$ cat config.mk
export PLATFORM = sky130hd
export DESIGN_NAME = wb_port_arbiter
export DESIGN_NICKNAME = d
export VERILOG_FILES = /design/src/rtl/wb_port_arbiter_pkg.sv /design/src/rtl/wb_fifo2.sv /design/src/rtl/wb_port_arbiter.sv
export SDC_FILE = /design/constraint.sdc
export NUM_CORES = 1
export LEC_CHECK = 0
export ABC_CLOCK_PERIOD_IN_PS = 1790
export CORE_MARGIN = 5
export CORE_UTILIZATION = 44
export DETAILED_ROUTE_END_ITERATION = 8
export GPL_TIMING_DRIVEN = 1
export PLACE_DENSITY = 0.77
export SLEW_MARGIN = 20
export SYNTH_ARGS = -nofsm -noshare
export SYNTH_HDL_FRONTEND = slang
export SYNTH_SLANG_ARGS = --single-unit
$ cat constraint.sdc
create_clock -name clk -period 1.79 [get_ports clk]
set_input_delay 0.179 -clock clk [delete_from_list [all_inputs] [get_ports clk]]
set_output_delay 0.179 -clock clk [all_outputs]
set_load 0.1 [all_outputs]
$ cat src/rtl/wb_port_arbiter_pkg.sv
// Shared constants for the write-back port arbiter: FSM encodings, width defaults
// and the queue-count width.
package wb_port_arbiter_pkg;

  localparam int WB_DW = 32;
  localparam int WB_AW = 5;
  localparam int WB_CW = 2;

  typedef enum logic [1:0] {
    WB_IDLE  = 2'd0,
    WB_DRAIN = 2'd1,
    WB_FORCE = 2'd2
  } wb_state_e;

endpackage

$ cat src/rtl/wb_fifo2.sv
// Two-entry {rn,data} FIFO holding multi-cycle results until a write slot is free.
// With WB_QHAZARD_EN defined it also exposes both entries' rn and valid bits.
module wb_fifo2
  import wb_port_arbiter_pkg::*;
#(
  parameter int DW = WB_DW,
  parameter int AW = WB_AW
) (
  input  logic             clk,
  input  logic             clrn,
  input  logic             push,
  input  logic [AW-1:0]    push_rn,
  input  logic [DW-1:0]    push_data,
  input  logic             pop,
  output logic [AW-1:0]    head_rn,
  output logic [DW-1:0]    head_data,
  output logic             full,
  output logic             empty,
  output logic [WB_CW-1:0] count
`ifdef WB_QHAZARD_EN
  ,
  output logic [AW-1:0]    rn0,
  output logic [AW-1:0]    rn1,
  output logic [1:0]       vld
`endif
);

  logic [AW-1:0]    rn_mem   [2];
  logic [DW-1:0]    data_mem [2];
  logic             rd_ptr;
  logic             wr_ptr;
  logic [WB_CW-1:0] cnt;
  logic             do_push;
  logic             do_pop;

  assign full      = (cnt == 2'd2);
  assign empty     = (cnt == 2'd0);
  assign count     = cnt;
  assign do_push   = push && !full;
  assign do_pop    = pop && !empty;
  assign head_rn   = rn_mem[rd_ptr];
  assign head_data = data_mem[rd_ptr];

  always_ff @(posedge clk or negedge clrn) begin
    if (!clrn) begin
      rd_ptr <= 1'b0;
      wr_ptr <= 1'b0;
      cnt    <= '0;
      for (int i = 0; i < 2; i++) begin
        rn_mem[i]   <= '0;
        data_mem[i] <= '0;
      end
    end else begin
      if (do_push) begin
        rn_mem[wr_ptr]   <= push_rn;
        data_mem[wr_ptr] <= push_data;
        wr_ptr           <= ~wr_ptr;
      end
      if (do_pop) rd_ptr <= ~rd_ptr;
      case ({do_push, do_pop})
        2'b10:   cnt <= cnt + 2'd1;
        2'b01:   cnt <= cnt - 2'd1;
        default: cnt <= cnt;
      endcase
    end
  end

`ifdef WB_QHAZARD_EN
  assign rn0 = rn_mem[0];
  assign rn1 = rn_mem[1];
  // Entry i is live if the queue is full, or holds one entry sitting at slot i.
  assign vld[0] = full || (!empty && !rd_ptr);
  assign vld[1] = full || (!empty && rd_ptr);
`endif

endmodule

$ cat src/rtl/wb_port_arbiter.sv
// Shares the register-file write port between the pipeline (always wins) and a
// queued multi-cycle unit; optional decode hazard output under WB_QHAZARD_EN.
module wb_port_arbiter
  import wb_port_arbiter_pkg::*;
#(
  parameter int DW         = WB_DW,
  parameter int AW         = WB_AW,
  parameter int STARVE_MAX = 4
) (
  input  logic             clk,
  input  logic             clrn,
  input  logic             pipe_wreg,
  input  logic [AW-1:0]    pipe_rn,
  input  logic [DW-1:0]    pipe_wdi,
  input  logic             mc_valid,
  output logic             mc_ready,
  input  logic [AW-1:0]    mc_rn,
  input  logic [DW-1:0]    mc_data,
  output logic             rf_we,
  output logic [AW-1:0]    rf_wn,
  output logic [DW-1:0]    rf_d,
  output logic             pipe_stall,
  output logic [WB_CW-1:0] q_count,
  output logic [1:0]       fsm_state
`ifdef WB_QHAZARD_EN
  ,
  input  logic [AW-1:0]    id_rs,
  input  logic [AW-1:0]    id_rt,
  output logic             q_hazard
`endif
);

  localparam logic [3:0] SMAX = 4'(STARVE_MAX);

  // Handshake: mc_valid/mc_rn/mc_data are held stable by the producer until
  // mc_ready; a transfer happens on any edge where both mc_valid and mc_ready are 1.
  wb_state_e        state, state_n;
  logic [3:0]       starve, starve_n;
  logic             live, pop, accept, push;
  logic             full, empty;
  logic [AW-1:0]    head_rn;
  logic [DW-1:0]    head_data;
  logic [WB_CW-1:0] count;

`ifdef WB_QHAZARD_EN
  logic [AW-1:0] rn0, rn1;
  logic [1:0]    vld;
`endif

  assign live     = pipe_wreg && (pipe_rn != '0);
  assign mc_ready = clrn && !full;
  assign accept   = mc_valid && mc_ready;
  assign push     = accept && (mc_rn != '0);
  assign pop      = clrn && !live && !empty;
  assign q_count  = count;
  assign fsm_state = state;

  wb_fifo2 #(.DW(DW), .AW(AW)) u_fifo (
    .clk       (clk),
    .clrn      (clrn),
    .push      (push),
    .push_rn   (mc_rn),
    .push_data (mc_data),
    .pop       (pop),
    .head_rn   (head_rn),
    .head_data (head_data),
    .full      (full),
    .empty     (empty),
    .count     (count)
`ifdef WB_QHAZARD_EN
    ,
    .rn0       (rn0),
    .rn1       (rn1),
    .vld       (vld)
`endif
  );

  always_comb begin
    rf_we = 1'b0;
    rf_wn = '0;
    rf_d  = '0;
    if (clrn) begin
      if (live) begin
        rf_we = 1'b1;
        rf_wn = pipe_rn;
        rf_d  = pipe_wdi;
      end else if (!empty) begin
        rf_we = 1'b1;
        rf_wn = head_rn;
        rf_d  = head_data;
      end
    end
  end

  // A stall is pointless once the bubble it asked for drains the last entry.
  assign pipe_stall = clrn && (state == WB_FORCE) &&
                      !(pop && (count == 2'd1) && !push);

  always_comb begin
    state_n  = state;
    starve_n = starve;
    case (state)
      WB_IDLE: begin
        starve_n = '0;
        if (push) state_n = WB_DRAIN;
      end
      WB_DRAIN: begin
        if (pop) begin
          starve_n = '0;
          if ((count == 2'd1) && !push) state_n = WB_IDLE;
        end else if (live) begin
          starve_n = starve + 4'd1;
          if (starve + 4'd1 >= SMAX) state_n = WB_FORCE;
        end
      end
      WB_FORCE: begin
        if (pop) begin
          starve_n = '0;
          state_n  = ((count == 2'd1) && !push) ? WB_IDLE : WB_DRAIN;
        end
      end
      default: begin
        state_n  = WB_IDLE;
        starve_n = '0;
      end
    endcase
  end

  always_ff @(posedge clk or negedge clrn) begin
    if (!clrn) begin
      state  <= WB_IDLE;
      starve <= '0;
    end else begin
      state  <= state_n;
      starve <= starve_n;
    end
  end

`ifdef WB_QHAZARD_EN
  function automatic logic rn_hit(input logic [AW-1:0] rn, input logic [AW-1:0] rs,
                                  input logic [AW-1:0] rt);
    return (rn != '0) && ((rn == rs) || (rn == rt));
  endfunction

  assign q_hazard = (vld[0] && rn_hit(rn0, id_rs, id_rt)) ||
                    (vld[1] && rn_hit(rn1, id_rs, id_rt)) ||
                    (accept && rn_hit(mc_rn, id_rs, id_rt));
`endif

endmodule
==> metrics.txt <==
status=finished, violations left; violated checks=negative hold slack, negative setup slack; 1st-iter DRT viols=207; R2R depth=10; Num Clock Sinks=84; via-per-instance ratio=about 5.6; Placement Cell Area=~7200 sq um; Total Power=~14 mW; pre-CTS setup slack=-700.0 ps; ANT cells=0; VDD IR max=0.001406 V; Hold Path Class=in2async; r2r setup slk=-300 ps; total leakage power=between 3 and 4 nW; Finished Layout Cells=between 700 and 800; Period minus WS final=approximately 2200 ps; CP delay by family, top=buffers and inverters; die height=~110 um; Die W=~110 um; post-synth cell types=38; Seq cells post-synth=between 80 and 90; Syn Area/Cell=about 11 sq um; crit-path max cell delay=approximately 440 ps; setup TNS=-25,290 ps; cell at the root of the clock tree=clkbuf_8; 1st-pass router iterations=7; count of buffer and inverter cells on the critical path=2; Initial Util=between 40 and 50%; sequential area share after synthesis=between 40% and 50%; Die Area=approximately 12,000 sq um; Post-synth EDFFs=0; number of nets in the layout=between 600 and 700; global-route wire length before repair=26.44 mm; CORE AREA=just over 10,000 sq um; grt ovf=0; vias post-DR=a little over 4k; clock tree buffer depth=2; crit end category=output pin; CP Class=reg2out; syn_nets=between 400 and 500; critical-path maximum fanout=10; actual slew at the worst max-slew pin=roughly 550 ps; Routability Congestion=0.8185; clock skew=~11 ps; crit path cell chain=buf_4, mux2i_1, nor3_4, a21oi_4, nor2b_4, buf_12; final worst slack=-376.8 ps; Final setup viols=~110; IO Port Bufs=between 100 and 150; Async SR Flop Fraction=100.0%; share of cells above drive strength 1=60.41%; hold_ws=-119.1 ps; P&R area growth vs syn=92.73%; TritonCTS Buffers=9; final hold vios=67; Cells after Synth=394; hpwl dp=between 9 and 10 mm; CTS tree=built; vias in the first global route=about 4.5k; maxcap violations=0; Post-route DRC=0; crit path DAT=1990 ps; Req. time, crit path=1610 ps; initial antenna violation count=0; design area=between 8000 and 9000 sq um; # placed instances=about 660; WL final=about 18 mm; H-tree depth=3; largest net degree at the start of global routing=~110; GRT Util Overall=27.44%; PwrDens=1646 nW/um^2; row count=37; antenna-violating nets left=0; predominant post-synthesis flop cell=dfrtp_1; Crit-path slowest cell=mux2i_1; Worst-path clk slew=90 ps; clock latency on the worst-skew pair=350 ps; commonest cells after routing, fill and taps aside=dfrtp_1 (80), clkdlybuf4s50_1 (68), mux2_4 (62), buf_12 (60), nor2b_4 (38); Final Slew Violations=0; WL/cell=around 24 um; Max-slew headroom=between 60% and 70%; IO Count=around 120; mapped cell area=between 4000 and 5000 sq um; R2R Path Start=u_fifo.count[1]; Ys Warns=0; crit start category=flop; fin crit share=121.0%; most common cell after layout, fill and taps aside=dfrtp_1; Max Clock Freq=approximately 460 MHz; worst reg2reg endpoint=u_fifo.data_mem[53]; RSZ-0062 raised after global routing=true
-- how the worst max path moves through the flow --
stage / start / to / slack, ps / depth (start not counted)
2_1_floorplan: u_fifo.count[0] / u_fifo.data_mem[45] / -750 / 7
3_3_place_gp: pipe_rn[1] / rf_d[16] / -680 / 8
3_5_place_dp: pipe_rn[1] / rf_d[16] / -700 / 8
4_1_cts: pipe_rn[2] / rf_d[16] / -300 / 9
5_1_grt: u_fifo.rd_ptr / rf_d[20] / -430 / 6
6_report: u_fifo.rd_ptr / rf_d[20] / -380 / 6
-- power by group --
group | switching (mW) | total, mW | internal [mW]
logic | 4.87 | 9.30 | 4.43
clock network | 0.725 | 1.37 | 0.641
registers | 0.782 | 3.64 | 2.86
total | 6.38 | 14.3 | 7.92
-- registers in the layout (all words and copies together) (netlist names) --
register         cells
fsm_state            2
u_fifo.rn_mem       10
u_fifo.wr_ptr        1
starve               4
u_fifo.rd_ptr        1
u_fifo.data_mem     64
u_fifo.count         2
-- routing by layer --
metal  vias up  global-route usage, %  share of wire, %
li1       1775                      -                 -
met1      2061                  33.70                39
met2       166                  48.61                53
met3        30                  4.803               6.1
met4         0                  9.246               2.2
met5         -                      0                 0
-- kinds of logic after synthesis --
group | count (synthesis) | share of synthesized area, %
AOI/OAI and AO/OA | 57 | 7.327
buffers and inverters | 30 | 3.802
DFF | 84 | 46.63
muxes | 111 | 27.12
xor gates and xnor gates | 5 | 0.9714
adders and majority gates | 5 | 1.388
and+or+nand+nor | 102 | 12.77
-- what timing repair did --
action / in CTS / in global routing
gates cloned: 10 / 1
buffers inserted: 20 / 12
hold endpoints to repair: 67 / 67
setup endpoints to repair: 118 / 117
pin swaps: 31 / 18
resized for setup: 135 / 45
-- cell usage after synthesis, types with 3 or more instances --
library cell / count / share of area (%)
xnor2_1: 4 / 0.78
a21oi_1: 41 / 4.6
ha_1: 5 / 1.4
nand3_1: 3 / 0.33
nor2_1: 5 / 0.42
o21ai_0: 4 / 0.44
buf_6: 4 / 1.0
clkbuf_1: 13 / 1.1
inv_1: 3 / 0.25
mux2i_1: 37 / 8.2
nor2b_1: 41 / 5.7
nor3_1: 38 / 4.2
mux2_4: 5 / 1.7
mux2_2: 44 / 11
mux2_1: 25 / 6.2
dfrtp_1: 84 / 47
buf_2: 5 / 0.56
nand2_1: 8 / 0.67
-- final cells by class --
| class | instances | area (sq um) |
|---|---|---|
| multi-input cells | 281 | 3533 |
| repair buffers | 196 | 2664 |
| flip-flops and latches | 84 | 2112 |
| fillers | 429 | 1450 |
| well taps | 136 | 170.2 |
| clock buffers | 11 | 131.4 |
| clock inverters | 5 | 52.55 |
| inverters | 4 | 25.02 |
-- stage by stage --
stage	util [%]	hold slack, ps
2_1_floorplan	-	-116.6
3_3_place_gp	71.25	289.5
3_5_place_dp	71.25	305.6
4_1_cts	82.85	-77.60
5_1_grt	85.70	-79.50
6_report	85.70	-119.1
Power figures use the tool's default switching activity.
